--- src/rtl/mem_stage.sv ---
// MEM stage of the cotm32 pipeline: issues one valid/ready data-bus transaction
// per load/store, stalls upstream while it is outstanding, and aligns load data.
module mem_stage #(
  parameter int unsigned XLEN     = 32,
  parameter int unsigned MAX_WAIT = 255
) (
  input  logic            i_clk,
  input  logic            i_rst,
  input  logic            i_valid,
  input  logic            i_flush,
  input  logic            i_mem_read,
  input  logic            i_mem_write,
  input  logic [2:0]      i_funct3,
  input  logic [XLEN-1:0] i_addr,
  input  logic [XLEN-1:0] i_wdata,
  output logic            o_req_valid,
  input  logic            i_req_ready,
  output logic            o_req_we,
  output logic [XLEN-1:0] o_req_addr,
  output logic [3:0]      o_req_be,
  output logic [XLEN-1:0] o_req_wdata,
  input  logic            i_rsp_valid,
  input  logic [XLEN-1:0] i_rsp_rdata,
  input  logic            i_rsp_err,
  output logic            o_stall,
  output logic            o_valid,
  output logic [XLEN-1:0] o_load_data,
  output logic            o_misaligned,
  output logic            o_bus_err
);

  localparam int unsigned CNT_W = 8;

  typedef enum logic [1:0] {IDLE, REQ, WAIT, DONE} state_t;

  state_t           state;
  logic [CNT_W-1:0] wait_cnt;
  logic [2:0]       funct3_q;
  logic [1:0]       off_q;
  logic             discard_q;
  logic             err_q;
  logic [XLEN-1:0]  data_q;

  logic             mem;
  logic             is_byte;
  logic             is_half;
  logic             misaligned;
  logic             start;
  logic [3:0]       be;
  logic [XLEN-1:0]  wdata_lane;
  logic [XLEN-1:0]  rsp_shift;
  logic [XLEN-1:0]  rsp_ext;

  // Request decode; reserved funct3 encodings fall through to word access.
  always_comb begin
    mem        = i_valid & (i_mem_read | i_mem_write);
    is_byte    = (i_funct3[1:0] == 2'b00);
    is_half    = (i_funct3[1:0] == 2'b01);
    misaligned = is_half ? i_addr[0] : (!is_byte && (i_addr[1:0] != 2'b00));
    start      = mem & !misaligned & !i_flush;
    if (is_byte) begin
      be         = 4'b0001 << i_addr[1:0];
      wdata_lane = {4{i_wdata[7:0]}};
    end else if (is_half) begin
      be         = i_addr[1] ? 4'b1100 : 4'b0011;
      wdata_lane = {2{i_wdata[15:0]}};
    end else begin
      be         = 4'b1111;
      wdata_lane = i_wdata;
    end
  end

  // Load alignment and sign/zero extension of the returned word.
  always_comb begin
    rsp_shift = i_rsp_rdata >> {off_q, 3'b000};
    case (funct3_q[1:0])
      2'b00:   rsp_ext = {{24{rsp_shift[7] & ~funct3_q[2]}}, rsp_shift[7:0]};
      2'b01:   rsp_ext = {{16{rsp_shift[15] & ~funct3_q[2]}}, rsp_shift[15:0]};
      default: rsp_ext = rsp_shift;
    endcase
  end

  always_ff @(posedge i_clk) begin
    if (i_rst) begin
      state       <= IDLE;
      o_req_valid <= 1'b0;
      o_req_we    <= 1'b0;
      o_req_addr  <= '0;
      o_req_be    <= '0;
      o_req_wdata <= '0;
      funct3_q    <= '0;
      off_q       <= '0;
      wait_cnt    <= '0;
      discard_q   <= 1'b0;
      err_q       <= 1'b0;
      data_q      <= '0;
    end else begin
      case (state)
        IDLE: begin
          if (start) begin
            state       <= REQ;
            o_req_valid <= 1'b1;
            o_req_we    <= i_mem_write;
            o_req_addr  <= {i_addr[XLEN-1:2], 2'b00};
            o_req_be    <= be;
            o_req_wdata <= wdata_lane;
            funct3_q    <= i_funct3;
            off_q       <= i_addr[1:0];
            discard_q   <= 1'b0;
            err_q       <= 1'b0;
            data_q      <= '0;
          end
        end
        REQ: begin
          if (i_req_ready) begin
            state       <= WAIT;
            o_req_valid <= 1'b0;
            wait_cnt    <= '0;
            discard_q   <= i_flush;
          end else if (i_flush) begin
            state       <= IDLE;
            o_req_valid <= 1'b0;
          end
        end
        WAIT: begin
          // The bus cannot cancel, so a flush only marks the result for discard.
          if (i_flush) discard_q <= 1'b1;
          if (i_rsp_valid) begin
            state  <= DONE;
            err_q  <= i_rsp_err;
            data_q <= (o_req_we | i_rsp_err) ? '0 : rsp_ext;
          end else if (wait_cnt == CNT_W'(MAX_WAIT - 1)) begin
            state <= DONE;
            err_q <= 1'b1;
          end else begin
            wait_cnt <= wait_cnt + 8'd1;
          end
        end
        DONE:    state <= IDLE;
        default: state <= IDLE;
      endcase
    end
  end

  // Stall/result outputs; IDLE decisions are made on the live EX/MEM entry.
  always_comb begin
    o_stall      = 1'b0;
    o_valid      = 1'b0;
    o_misaligned = 1'b0;
    o_load_data  = '0;
    o_bus_err    = 1'b0;
    case (state)
      IDLE: begin
        o_stall      = start;
        o_valid      = i_valid & !i_flush & !start;
        o_misaligned = mem & misaligned & !i_flush;
      end
      REQ, WAIT: o_stall = 1'b1;
      DONE: begin
        if (!discard_q && !i_flush) begin
          o_valid     = 1'b1;
          o_load_data = data_q;
          o_bus_err   = err_q;
        end
      end
      default: o_stall = 1'b0;
    endcase
  end

endmodule

--- config.mk ---
export PLATFORM = sky130hd
export DESIGN_NAME = mem_stage
export DESIGN_NICKNAME = d
export VERILOG_FILES = /design/src/rtl/mem_stage.sv
export SDC_FILE = /design/constraint.sdc
export NUM_CORES = 1
export LEC_CHECK = 0
export BUFFER_PORTS_ARGS = -buffer_cell sky130_fd_sc_hd__buf_2
export CAP_MARGIN = 15
export CORE_AREA = 2 2 110 112
export CTS_CLUSTER_DIAMETER = 150
export DETAILED_ROUTE_END_ITERATION = 12
export DIE_AREA = 0 0 112 114
export PLACE_DENSITY_LB_ADDON = 0.1
export RECOVER_POWER = 100
export SLEW_MARGIN = 20
export SYNTH_ARGS = -nofsm -noshare
export SYNTH_HDL_FRONTEND = slang
export SYNTH_SLANG_ARGS = --single-unit
--- constraint.sdc ---
create_clock -name i_clk -period 2.3 [get_ports i_clk]
set_input_delay 0.345 -clock i_clk [delete_from_list [all_inputs] [get_ports i_clk]]
set_output_delay 0.345 -clock i_clk [all_outputs]
set_load 0.01 [all_outputs]
==> results of run 1 <==
==> through the flow <==
stage                     area, um^2  cells  utilization  setup WS [ps]
after floorplan                 5680    678            -            545
after global placement          6760    993        0.577           4.30
after detailed placement        6760    993        0.577          -22.5
after CTS                       7310   1025        0.625           83.4
after global routing            7210   1027        0.616           17.8
final                           7210   1027        0.616            130
==> area by class of cell <==
cell class / instances / area [um^2]
fillers: 1105 / 4500
multi-input cells: 496 / 3020
flip-flops and latches: 117 / 2340
repair buffers: 224 / 1060
clock buffers: 24 / 482
well taps: 147 / 184
clock inverters: 8 / 75.1
inverters: 11 / 41.3
==> layout by cell type, fill, tap and decap left out, types with 4 or more instances in the layout <==
cell type and count:
buf_2 121, clkbuf_1 94, clkbuf_16 17, buf_4 9
and2_1 25, o21ai_0 38, nor2_1 31, a32o_1 23
nor2b_1 10, mux2i_1 32, a311oi_1 11, and2_0 9
a211oi_1 10, dfxtp_1 117, a211o_1 7, inv_1 11
nand3_1 7, ha_1 6, a21oi_1 67, a2bb2oi_1 7
a22o_1 9, clkinvlp_4 4, or3_1 9, nand2_1 152
==> per-layer routing <==
metal | part of all wire | vias up | routed length, um
li1 | - | 2766 | -
met1 | 0.41 | 2618 | 6640
met4 | 0.014 | 0 | 234
met5 | 0 | - | 0
met3 | 0.076 | 20 | 1230
met2 | 0.50 | 200 | 8060
==> state kept, by name, summed over array words and instances, names as in the netlist, named ones only <==
register     cells
state            1
o_req_we         1
discard_q        1
wait_cnt         8
off_q            2
o_req_be         4
err_q            1
o_req_addr      30
data_q          32
o_req_valid      1
o_req_wdata     32
funct3_q         3
==> critical path: cells and delay by family, from the launching register on <==
family / cells / cell delay, ps
and+or+nand+nor: 2 / 380
DFF: 1 / 380
adders and majority gates: 1 / 190
buffers and inverters: 2 / 470
==> worst paths after layout <==
path                               start                          end  slack (ps)
max reg2reg        state[0]$_SDFFE_PP0P_       data_q[5]$_SDFFE_PP0P_         230
min                            i_addr[4]   o_req_addr[4]$_SDFFE_PP0P_         170
max                state[0]$_SDFFE_PP0P_              o_load_data[31]         130
min reg2reg  o_req_addr[15]$_SDFFE_PP0P_  o_req_addr[15]$_SDFFE_PP0P_         450
==> cell families after synthesis <==
| family | Yosys count |
|---|---|
| and+or+nand+nor | 255 |
| AOI/OAI and AO/OA | 193 |
| DFF | 117 |
| buffers and inverters | 66 |
| muxes | 38 |
| adders and majority gates | 6 |
| other | 1 |
| xor gates and xnor gates | 1 |
==> power breakdown <==
group	switching [mW]	total, mW	leakage, nW	internal, mW
Clock	0.900	2.46	0.262	1.56
Combinational	0.436	0.700	1.59	0.264
Sequential	0.0402	2.13	0.947	2.09
Total	1.38	5.29	2.80	3.92
==> impl_metrics.ini, run 1 <==
[critical_path]
start_kind = register
worstPathArrival_ps = 1830
cp-end-kind = primary output
crit_chain = ha_1 -> nor3b_2 -> buf_4 -> and2_0 -> buf_2
crit_fanout = 34
worstSetupPathType = reg2out
worst_path_max_delay_cell = dfxtp_1
rr_worst_depth = 7
worstPathRequired_ps = 1960
max_stage_delay_ps = 380

[global_route]
gr-usage-met2 = 0.416
grt_overflow = 0
grt_pass1_wl_um = 25600
grt_max_degree = 92
busiest_layer = met2
global_route.usage.total = 0.248
first_global_vias = 5242
grt_use_met3 = 0.0845
antenna_found_initial = 0
use_met1 = 0.299

[finish]
syn2layout_area_growth_pct = 27.0
insertedDiodeCount = 0
final_net_count = 981
drive_gt1_frac = 0.201

[synthesis]
synth_area_per_cell_um2 = 8.38
yosysMostFrequentCell = nand2_1
synth_edf_count = 0
synthCells = 677
ys_ff_latch = 117
synthDistinctLibCells = 57
synthArstFlopShare = 0
yosys_warnings = 0
synthAdderAreaFrac = 0.0132
synthFlopType = dfxtp_1
netlist_area_um2 = 5680
yosysTopAreaCell = dfxtp_1
synthTopCellsByArea = dfxtp_1 41%, nand2_1 10%, a21oi_1 5.9%
synth_compound_area_frac = 0.236
synth.area.mux_share = 0.0714
synth_seq_area_share = 0.413
synth_top_family_by_area = compound AO/OA/AOI/OAI gates
yosys.area.top_type_share = 0.413
synth_common_cells = 152 x nand2_1, 117 x dfxtp_1, 67 x a21oi_1
synth_simple_gate_area_frac = 0.204
synth_xor_area_frac = 0.00154

[floorplan]
fp.dieH_um = 114
core_um2 = 11700
num_io_pins = 214
die-area_um2 = 12800
die_x_um = 112
num_rows = 40
start_util = 0.485

[cts]
clock_path_buffers = 2
cts_tree = yes
cts_setup_buffers = 0
cts_max_level = 4
insertion_delay_ps = 410
numCtsBuffers = 17
cts.sinks = 117
cts_root_buf = clkbuf_16
cts-hold-fix-buffers = 0
path_clk_slew_ps = 50
cts-resized-gates = 0

[sta]
fin_crit_sh = 0.944
tightest_slew_ps = 937
rsz0062_at_grt = false
fmax_mhz = 461
max_slew_margin = 0.375
hold_viol_final = 0
skew_ps = 5.42
tns_ps = 0
maxSlewViolCount = 0
min_period_ps = 2170
whs_ps = 169
setup_violations = 0

[routing]
wire_per_inst_um = 15.7
postRouteAntennaNets = 0
wirelength_um = 16200
vias_per_cell = 5.46
drt_iter0_markers = 380
dr.pass1.iters = 6
drc = 0
num_vias = 5604

[place]
gp_congestion = 0.879
portBuffers = 211
place_hpwl_um = 11000

[worst_hold_path]
whs_path_depth = 3
min_path_type = in2reg

[pwr]
ir_drop_v = 0.000450
p_per_area_nw_per_um2 = 734
p_leak_nw = 2.80
power.total_mw = 5.29

[run]
maxCapViolCount = 0

[status]
outcome = complete, no violations
Power figures use the tool's default switching activity.
==> run 2: changes to the inputs <==
--- a/config.mk
+++ b/config.mk
@@ -19 +19,2 @@
 export SYNTH_SLANG_ARGS = --single-unit
+export TNS_END_PERCENT = 10
==> constraint.sdc (replaced) <==
create_clock -name i_clk -period 2.3 [get_ports i_clk]
set_input_delay 0.46 -clock i_clk [delete_from_list [all_inputs] [get_ports i_clk]]
set_output_delay 0.46 -clock i_clk [all_outputs]
set_load 0.01 [all_outputs]
==> run 2 against run 1 <==
Sequential share of layout area down 0.68 points. Clock power grew 9.3%. Critical path depth is 1 higher. Worst setup slack got worse by 81 ps. Fmax shrank 3.6%. Die area did not move. Core utilization increased by 1.3 points. Non-clock buffer count up 8. Flip-flop and latch count is the same. Combinational power fell by 0.6%. Register-to-register slack got worse by 100 ps. Critical path type unchanged. Largest cell class unchanged.
==> impl_metrics.ini, run 2 (same netlist as run 1, synthesis figures left out) <==
[status]
outcome = complete, no violations

[routing]
postRouteAntennaNets = 0
drc = 0
vias_per_cell = 5.39
wirelength_um = 16200
dr.pass1.iters = 5
num_vias = 5577
wire_per_inst_um = 15.7
drt_iter0_markers = 305

[floorplan]
start_util = 0.485
num_rows = 40
die_x_um = 112
die-area_um2 = 12800
num_io_pins = 214
core_um2 = 11700
fp.dieH_um = 114

[finish]
largestRegisters = data_q: 32 flops, o_req_wdata: 32 flops, o_req_addr: 30 flops
nFillCells = 1096
final_common_cell = nand2_1
syn2layout_area_growth_pct = 29.8
drive_gt1_frac = 0.236
fin_util = 0.629
postLayoutCellArea_um2 = 7370
final-instance-count-excl-fill = 1034
final_cell_mix = 152 x nand2_1, 143 x buf_2, 116 x dfxtp_1
final_net_count = 988
insertedDiodeCount = 0

[pwr]
ir_drop_v = 0.000490
p_leak_nw = 2.96
power.total_mw = 5.51
p_per_area_nw_per_um2 = 748

[cts]
clock_path_buffers = 2
cts_tree = yes
cts.sinks = 117
insertion_delay_ps = 410
numCtsBuffers = 17
cts_root_buf = clkbuf_16
cts-hold-fix-buffers = 0
path_clk_slew_ps = 50
cts_max_level = 4

[critical_path]
crit_fanout = 17
rr_startpoint = state[0]$_SDFFE_PP0P_
max_stage_delay_ps = 360
critical-path-top-delay-family = buffers and inverters
worstPathRequired_ps = 1840
worst_path_max_delay_cell = dfxtp_1
worst-path-buf-inv = 3
worstSetupPathType = reg2out
start_kind = register
cp-end-kind = primary output
worstPathArrival_ps = 1790
crit_chain = ha_2 -> nor3b_4 -> buf_6 -> buf_12 -> and2_1 -> buf_2

[sta]
max_slew_margin = 0.411
setup_violations = 0
timing.final.ws_setup_ps = 48.6
tns_ps = 0
maxSlewViolCount = 0
skew_ps = 5.69
fmax_mhz = 444
fin_crit_sh = 0.979
min_period_ps = 2250
tightest_slew_ps = 883
whs_ps = 286
hold_viol_final = 0

[place]
place_area_um2 = 6830
preCtsSetupSlack_ps = -143
portBuffers = 211
dp_cells = 999
place_hpwl_um = 11200
gp_congestion = 0.861

[worst_hold_path]
min_path_type = in2reg
hold_start = i_addr[6]

[global_route]
grt_max_degree = 91
antenna_found_initial = 0
global_route.usage.total = 0.249
first_global_vias = 5304
grt_pass1_wl_um = 26000
grt_overflow = 0

[run]
maxCapViolCount = 0
==> run 2: power breakdown <==
| group | internal, mW | leakage (nW) | total (mW) | switching, mW |
|---|---|---|---|---|
| clock network | 1.75 | 0.295 | 2.69 | 0.932 |
| logic | 0.269 | 1.72 | 0.696 | 0.426 |
| registers | 2.09 | 0.947 | 2.13 | 0.0404 |
==> run 2: metal layers <==
metal / track usage / share of wire / wire length (um) / vias up
met1: 0.299 / 0.42 / 6830 / 2582
met2: 0.428 / 0.49 / 7940 / 188
met3: 0.0760 / 0.070 / 1140 / 28
met5: 0 / 0 / 0 / -
li1: - / - / - / 2779
met4: 0.0862 / 0.021 / 339 / 0
==> run 2: cell type report <==
cell class	count	area (um^2)	share of cell area
clock buffer	19	453	0.0615
clock inverter	13	155	0.0211
inverter	11	41.3	0.00560
multi-input combinational	495	3020	0.409
sequential	117	2340	0.318
tap	147	184	0.0250
timing repair buffer	232	1170	0.159
==> run 2: worst min-delay path: stages <==
cell	delay [ps]
buf_2	90
nand2_1	40
a21oi_1	50
==> run 2: what timing repair did <==
action	in CTS	in global routing
gates resized for setup	2	3
cloned	0	1
endpoints found under the hold margin	0	0
endpoints found under the setup margin	3	5
buffers inserted	0	2
==> run 2: worst paths after layout <==
check	depth (start not counted)	endpoint	slack [ps]
hold reg to reg	2	o_req_addr[15]$_SDFFE_PP0P_	450
hold / removal	3	o_req_addr[6]$_SDFFE_PP0P_	290
setup / recovery	6	o_load_data[31]	50
setup reg to reg	8	data_q[9]$_SDFFE_PP0P_	130
